## src/rtl/pipe_elastic_reg.sv

```systemverilog
// -----------------------------------------------------------------------------
// pipe_elastic_reg
//   Elastic pipeline stage register between two valid/ready stages.
//
//   Build option: macro PIPE_SKID_EN
//     defined   -> two-entry skid buffer (EMPTY/ONE/TWO), in_ready registered,
//                  so out_ready has no combinational path to in_ready.
//     undefined -> single register (EMPTY/ONE), in_ready = !out_valid ||
//                  out_ready, gated off until the first edge after reset.
//
//   Handshake: an entry moves across a port on the rising clk edge where that
//   port's valid and ready are both high; valid never depends on ready, and
//   payload is ignored while valid is low.
//
//   Ports:
//     clk, rst      clock, asynchronous active-high reset
//     flush         synchronous discard of held entries and same-cycle input
//     in_valid      upstream offers an entry
//     in_ready      stage accepts the entry this cycle
//     in_data       upstream payload (DATA_W bits)
//     in_instr      upstream debug instruction word
//     out_valid     stage presents its head entry
//     out_ready     downstream accepts the head entry this cycle
//     out_data      head payload, 0 when empty
//     out_instr     head debug instruction, NOP_INSTR when empty
//     occupancy     number of held entries; equals the FSM state encoding,
//                   so it doubles as the state debug view
// -----------------------------------------------------------------------------
module pipe_elastic_reg #(
   parameter int          DATA_W    = 64,
   parameter logic [31:0] NOP_INSTR = 32'h00000013
) (
   input  logic              clk,
   input  logic              rst,
   input  logic              flush,
   input  logic              in_valid,
   output logic              in_ready,
   input  logic [DATA_W-1:0] in_data,
   input  logic [31:0]       in_instr,
   output logic              out_valid,
   input  logic              out_ready,
   output logic [DATA_W-1:0] out_data,
   output logic [31:0]       out_instr,
   output logic [1:0]        occupancy
);

   // Encoding chosen so the state value is the entry count.
   typedef enum logic [1:0] {
      EMPTY = 2'd0,
      ONE   = 2'd1,
      TWO   = 2'd2
   } state_t;

   state_t            state_q, state_d;
   logic [DATA_W-1:0] head_data_q, head_data_d;
   logic [31:0]       head_instr_q, head_instr_d;
   logic              in_xfer;
   logic              out_xfer;

   assign out_valid = (state_q != EMPTY);
   assign out_xfer  = out_valid && out_ready;
   assign in_xfer   = in_valid && in_ready;
   assign occupancy = state_q;

   // Outputs are masked rather than relying on cleared registers, so a held
   // but discarded entry (after flush) can never leak onto out_*.
   assign out_data  = out_valid ? head_data_q  : '0;
   assign out_instr = out_valid ? head_instr_q : NOP_INSTR;

`ifdef PIPE_SKID_EN

   logic [DATA_W-1:0] skid_data_q, skid_data_d;
   logic [31:0]       skid_instr_q, skid_instr_d;
   logic              in_ready_q, in_ready_d;

   assign in_ready = in_ready_q;

   always_comb begin
      state_d      = state_q;
      head_data_d  = head_data_q;
      head_instr_d = head_instr_q;
      skid_data_d  = skid_data_q;
      skid_instr_d = skid_instr_q;

      case (state_q)
         EMPTY: begin
            if (in_xfer) begin
               head_data_d  = in_data;
               head_instr_d = in_instr;
               state_d      = ONE;
            end
         end
         ONE: begin
            if (in_xfer && out_xfer) begin
               // Head leaves while the new entry replaces it.
               head_data_d  = in_data;
               head_instr_d = in_instr;
            end else if (in_xfer) begin
               // Downstream stalled: park the new entry behind the head.
               skid_data_d  = in_data;
               skid_instr_d = in_instr;
               state_d      = TWO;
            end else if (out_xfer) begin
               state_d      = EMPTY;
            end
         end
         TWO: begin
            // in_ready is low here, so only the head can move.
            if (out_xfer) begin
               head_data_d  = skid_data_q;
               head_instr_d = skid_instr_q;
               state_d      = ONE;
            end
         end
         default: state_d = EMPTY;
      endcase

      if (flush) begin
         state_d = EMPTY;
      end

      // Registered ready: look at where the FSM is going, not at out_ready.
      in_ready_d = (state_d != TWO);
   end

   always_ff @(posedge clk or posedge rst) begin
      if (rst) begin
         state_q      <= EMPTY;
         head_data_q  <= '0;
         head_instr_q <= NOP_INSTR;
         skid_data_q  <= '0;
         skid_instr_q <= NOP_INSTR;
         in_ready_q   <= 1'b0;
      end else begin
         state_q      <= state_d;
         head_data_q  <= head_data_d;
         head_instr_q <= head_instr_d;
         skid_data_q  <= skid_data_d;
         skid_instr_q <= skid_instr_d;
         in_ready_q   <= in_ready_d;
      end
   end

`else

   // Holds in_ready low from reset until the first clock edge after release.
   logic ready_en_q, ready_en_d;

   assign ready_en_d = 1'b1;
   assign in_ready   = ready_en_q && (!out_valid || out_ready);

   always_comb begin
      state_d      = state_q;
      head_data_d  = head_data_q;
      head_instr_d = head_instr_q;

      case (state_q)
         EMPTY: begin
            if (in_xfer) begin
               head_data_d  = in_data;
               head_instr_d = in_instr;
               state_d      = ONE;
            end
         end
         ONE: begin
            if (in_xfer) begin
               // Accepting in ONE implies the head is leaving this cycle.
               head_data_d  = in_data;
               head_instr_d = in_instr;
            end else if (out_xfer) begin
               state_d      = EMPTY;
            end
         end
         default: state_d = EMPTY;
      endcase

      if (flush) begin
         state_d = EMPTY;
      end
   end

   always_ff @(posedge clk or posedge rst) begin
      if (rst) begin
         state_q      <= EMPTY;
         head_data_q  <= '0;
         head_instr_q <= NOP_INSTR;
         ready_en_q   <= 1'b0;
      end else begin
         state_q      <= state_d;
         head_data_q  <= head_data_d;
         head_instr_q <= head_instr_d;
         ready_en_q   <= ready_en_d;
      end
   end

`endif

endmodule

```

## config.mk

```make
export PLATFORM = sky130hd
export DESIGN_NAME = pipe_elastic_reg
export DESIGN_NICKNAME = d
export VERILOG_FILES = /design/src/rtl/pipe_elastic_reg.sv
export SDC_FILE = /design/constraint.sdc
export NUM_CORES = 1
export LEC_CHECK = 0
export CAP_MARGIN = 0
export CORE_UTILIZATION = 42
export CTS_CLUSTER_SIZE = 12
export DETAILED_ROUTE_END_ITERATION = 10
export PLACE_DENSITY = 0.8
export SYNTH_ARGS = -nofsm -noshare
export SYNTH_HDL_FRONTEND = slang
export SYNTH_SLANG_ARGS = --single-unit
```

## constraint.sdc

```tcl
create_clock -name clk -period 4.8 [get_ports clk]
set_clock_uncertainty 0.1 [all_clocks]
set_input_delay 1.44 -clock clk [delete_from_list [all_inputs] [get_ports clk]]
set_output_delay 1.44 -clock clk [all_outputs]
set_load 0.03 [all_outputs]
```

### Word level (Yosys, flattened, before mapping)

Cells that the tools add are included.

| word-level totals | value |
|---|---|
| bits in registers | 99 |
| input bits | 101 |

| operators by class | value |
|---|---|
| muxes and demuxes | 7 |
| reductions and logical operators | 10 |
| equal/unequal tests | 4 |

Operators with widths:

| operator | number |
|---|---|
| 2-to-1 mux 64 bit | 1 |
| 2-to-1 mux 32 bit | 1 |
| != test 3 bit, second input constant | 3 |
| 2-to-1 mux 2 bit | 4 |
| one-hot mux 2 bit (2 select lines) | 1 |
| logical AND 1 bit | 3 |
| AND reduction 3 bit | 1 |
| == test 2 x 1 -> 1 bit, second input constant | 1 |
| zero test 2 bit | 1 |
| AND reduction 2 bit | 1 |
| nonzero test 2 bit | 1 |
| OR reduction 2 bit | 1 |
| zero test 1 bit | 1 |
| logical OR 1 bit | 1 |

### Longest topological paths before layout

| logic depth | value |
|---|---|
| depth in word-level cells | 8 |
| gate-level depth with buffers | 6 |
| gate-level depth less buffers | 3 |

### Worst setup path after synthesis

No wires, ideal clock.

| timing | value |
|---|---|
| kind | input port to output port |
| start | input out_ready |
| end | output in_ready |
| data required time | 3,260 ps |
| cell stages on the path | 2 |
| setup slack | 1,389 ps |
| buffers on the path | 0 |
| data arrival time | 1,871 ps |
| path through | nand2b_2 -> and2_1 |

| on the way | value |
|---|---|
| word-level cells in the longest chain between the ends | 2 |

Ends and longest elaborated chain:

| what | RTL line | RTL |
|---|---|---|
| from (decl) | 41 | `input logic out_ready,` |
| logical OR 1 bit | 150 | `assign in_ready = ready_en_q && (!out_valid \|\| out_ready);` |
| logical AND 1 bit | 150 |  |
| to (decl) | 37 | `output logic in_ready,` |

Every way passes these cells.

### Final worst setup path

Same ends and word-level chain as after synthesis.

==> results.py <==
metrics = {
    "status": {
        "outcome": "finished, final reports clean",
    },
    "synth": {
        "ys_top_cells_by_count": "95 x dfrtp_1, 94 x and2_1, 56 x mux2_2",
        "netlist_area_um2": 4521,
        "yosys.area.top_type": "dfrtp_1",
        "yosysUniqueCellTypes": 18,
        "synthFlopType": "dfrtp_1",
        "synth_edf_count": 0,
        "avgSynthCellArea_um2": 14.08,
        "yosysSeqAreaShare": 0.5433,
        "ys_seq_elements": 98,
        "ys_top_cells_by_area": "dfrtp_1 53%, mux2_2 14%, mux2_4 13%, and2_1 13%, buf_12 1.8%",
        "yosys.cell_count.top_type": "dfrtp_1",
        "yosysWarnings": 0,
        "async_reset_ff_frac": 1.000,
        "synth_top_area_frac": 0.5259,
        "synthCells": 321,
        "synth_nets": 422,
    },
    "place": {
        "routabilityCongestion": 0.7303,
        "hpwl_um": 6923,
        "portBuffers": 199,
    },
    "critical_path": {
        "crit_top_cell": "clkdlybuf4s50_1",
        "reg2regPathDepth": 4,
        "r2r_end": "head_instr_q[16]",
        "required_ns": 3.26,
        "cp_max_fo": 3,
        "crit_chain": "clkdlybuf4s50_1, nand2b_2, and2_1, clkdlybuf4s50_1",
        "crit_type": "in -> out",
        "slowest_delay_ns": 0.66,
        "cp-end-kind": "output pin",
        "start_kind": "input pin",
        "reg2reg_from": "occupancy[0]",
        "r2r_slack_ns": 2.88,
        "cpMaxStageDelayCell": "clkdlybuf4s50_1",
        "arrival_ns": 2.79,
    },
    "worst_hold_path": {
        "min_delay_worst_endpoint": "head_data_q[1]",
        "hold_class": "reg -> reg",
        "worstHoldStart": "head_data_q[1]",
        "worstHoldPathCells": 1,
    },
    "clocking": {
        "cts_tree": "yes",
        "holdBufCountCts": 0,
        "cts_buffers": 9,
        "clock_latency_ns": 0.35,
        "cts_max_level": 3,
        "post-cts-setup-buffers": 0,
        "clockBufferDepth": 2,
        "cts.clk_slew.worst_paths_ns": 0.08,
        "cts_repair_resize_count": 0,
        "cts_num_sinks": 98,
        "cts-root-buf": "clkbuf_8",
    },
    "global_route": {
        "grt_max_degree": 97,
        "grt_use_total": 0.1862,
        "grt_pass1_wl_um": 16280,
        "antenna_found_initial": 0,
        "grt_pass1_vias": 3283,
        "grt_overflow": 0,
    },
    "floorplan": {
        "die_h_um": 105.7,
        "rows": 37,
        "fp.dieArea_um2": 11180,
        "die_w_um": 105.7,
        "ios": 201,
        "initial_core_util": 0.4359,
        "core_um2": 10370,
    },
    "detailed_routing": {
        "vias": 3078,
        "via_per_inst": 4.714,
        "wl_um": 10060,
        "dr.pass1.iters": 4,
        "wl_per_cell_um": 15.41,
        "drc": 0,
        "first_iter_violations": 120,
        "ant_nets": 0,
    },
    "sta": {
        "fin_tns_setup_ns": 0,
        "period_minus_slack_ns": 4.328,
        "fin_crit_sh": 0.9016,
        "rsz0062_at_grt": "false",
        "maxSlewViolCount": 0,
        "setup_viol": 0,
        "max_freq_ghz": 0.2311,
        "hold_violations": 0,
        "worst_pin_slew_ns": 0.8907,
        "slew_headroom": 0.4062,
    },
    "layout": {
        "multi_input_area_um2": 1877,
        "fillerInstances": 830,
        "area_growth_pct": 49.60,
        "layout.core_utilization": 0.6521,
        "diodes": 0,
        "nNetsFinal": 613,
        "drive_above_1_share": 0.2379,
        "seqCellArea_um2": 2457,
    },
    "power": {
        "power.total_mw": 2.116,
        "p_per_area_nw_per_um2": 312.9,
        "p_leak_nw": 2.834,
        "peakVddDrop_uv": 193.1,
    },
    "run": {
        "cap_violations": 0,
    },
}
-- per-layer routing --
metal,vias to the layer above,part of all wire,global-route usage
met2,119,0.51,0.3268
met4,0,0.013,0.05754
li1,1436,-,-
met3,12,0.074,0.05195
met5,-,0,0
met1,1511,0.40,0.2205
-- kinds of logic after synthesis --
logic type             synth area share
DFF                              0.5433
AOI/OAI and AO/OA              0.001106
other                          0.001661
muxes                            0.2723
buffers and inverters           0.04151
and+or+nand+nor                  0.1400
-- power by group --
part           switching [mW]  leakage (nW)  internal (mW)
clock network           0.275         0.116          0.304
registers              0.0603          1.15          0.961
logic                   0.209          1.57          0.306
total                   0.544          2.83           1.57
-- state kept, by name (all words and copies together) (netlist names) --
name          flops
head_data_q      64
head_instr_q     32
occupancy         1
ready_en_q        1
-- critical path, delay by kind of cell --
family | cells | cell delay [ns]
buffers and inverters | 2 | 1.10
AND/OR/NAND/NOR | 2 | 0.25
-- cell usage in the layout, fill, tap and decap left out --
master | Yosys | layout
bufinv_16 | 0 | 2
clkbuf_8 | 0 | 10
conb_1 | 2 | 2
clkdlybuf4s50_1 | 0 | 199
nand2b_2 | 1 | 1
nand2_1 | 1 | 1
buf_12 | 4 | 1
mux2_2 | 56 | 56
nand2b_1 | 3 | 3
clkinv_2 | 0 | 4
dfrtp_2 | 0 | 1
and2_1 | 94 | 94
inv_4 | 0 | 1
dfrtp_1 | 95 | 94
a21oi_1 | 1 | 1
mux2_4 | 40 | 40
buf_4 | 2 | 3
dfstp_2 | 3 | 3
nor2b_4 | 1 | 1
-- worst max-delay path by stage --
| stage | endpoint | cells past startpoint | slack (ns) | startpoint |
|---|---|---|---|---|
| final | in_ready | 4 | 0.47 | out_ready |
| after global routing | in_ready | 4 | 0.43 | out_ready |
| after CTS | in_ready | 4 | 0.47 | out_ready |
| after detailed placement | in_ready | 4 | 0.48 | out_ready |
| after global placement | in_ready | 4 | 0.47 | out_ready |
| after floorplan | head_data_q[0] | 1 | 0.70 | rst |
-- layout make-up --
type / instances / area share
well taps: 136 / 0.02516
inverters: 1 / 0.0009251
clock buffers: 10 / 0.02035
repair buffers: 203 / 0.3008
clock inverters: 6 / 0.01184
multi-input cells: 199 / 0.2775
flip-flops and latches: 98 / 0.3634
-- through the flow --
step | hold WS (ns) | instances | cell area [µm²] | setup WS, ns
3_3_place_gp | 0.3813 | 637 | 6545 | 0.4733
2_1_floorplan | 0.3721 | 321 | 4521 | 0.7029
4_1_cts | 0.4075 | 653 | 6763 | 0.4732
5_1_grt | 0.4151 | 653 | 6763 | 0.4285
6_report | 0.4008 | 653 | 6763 | 0.4723
3_5_place_dp | 0.3835 | 637 | 6545 | 0.4774
Power figures use the tool's default switching activity.
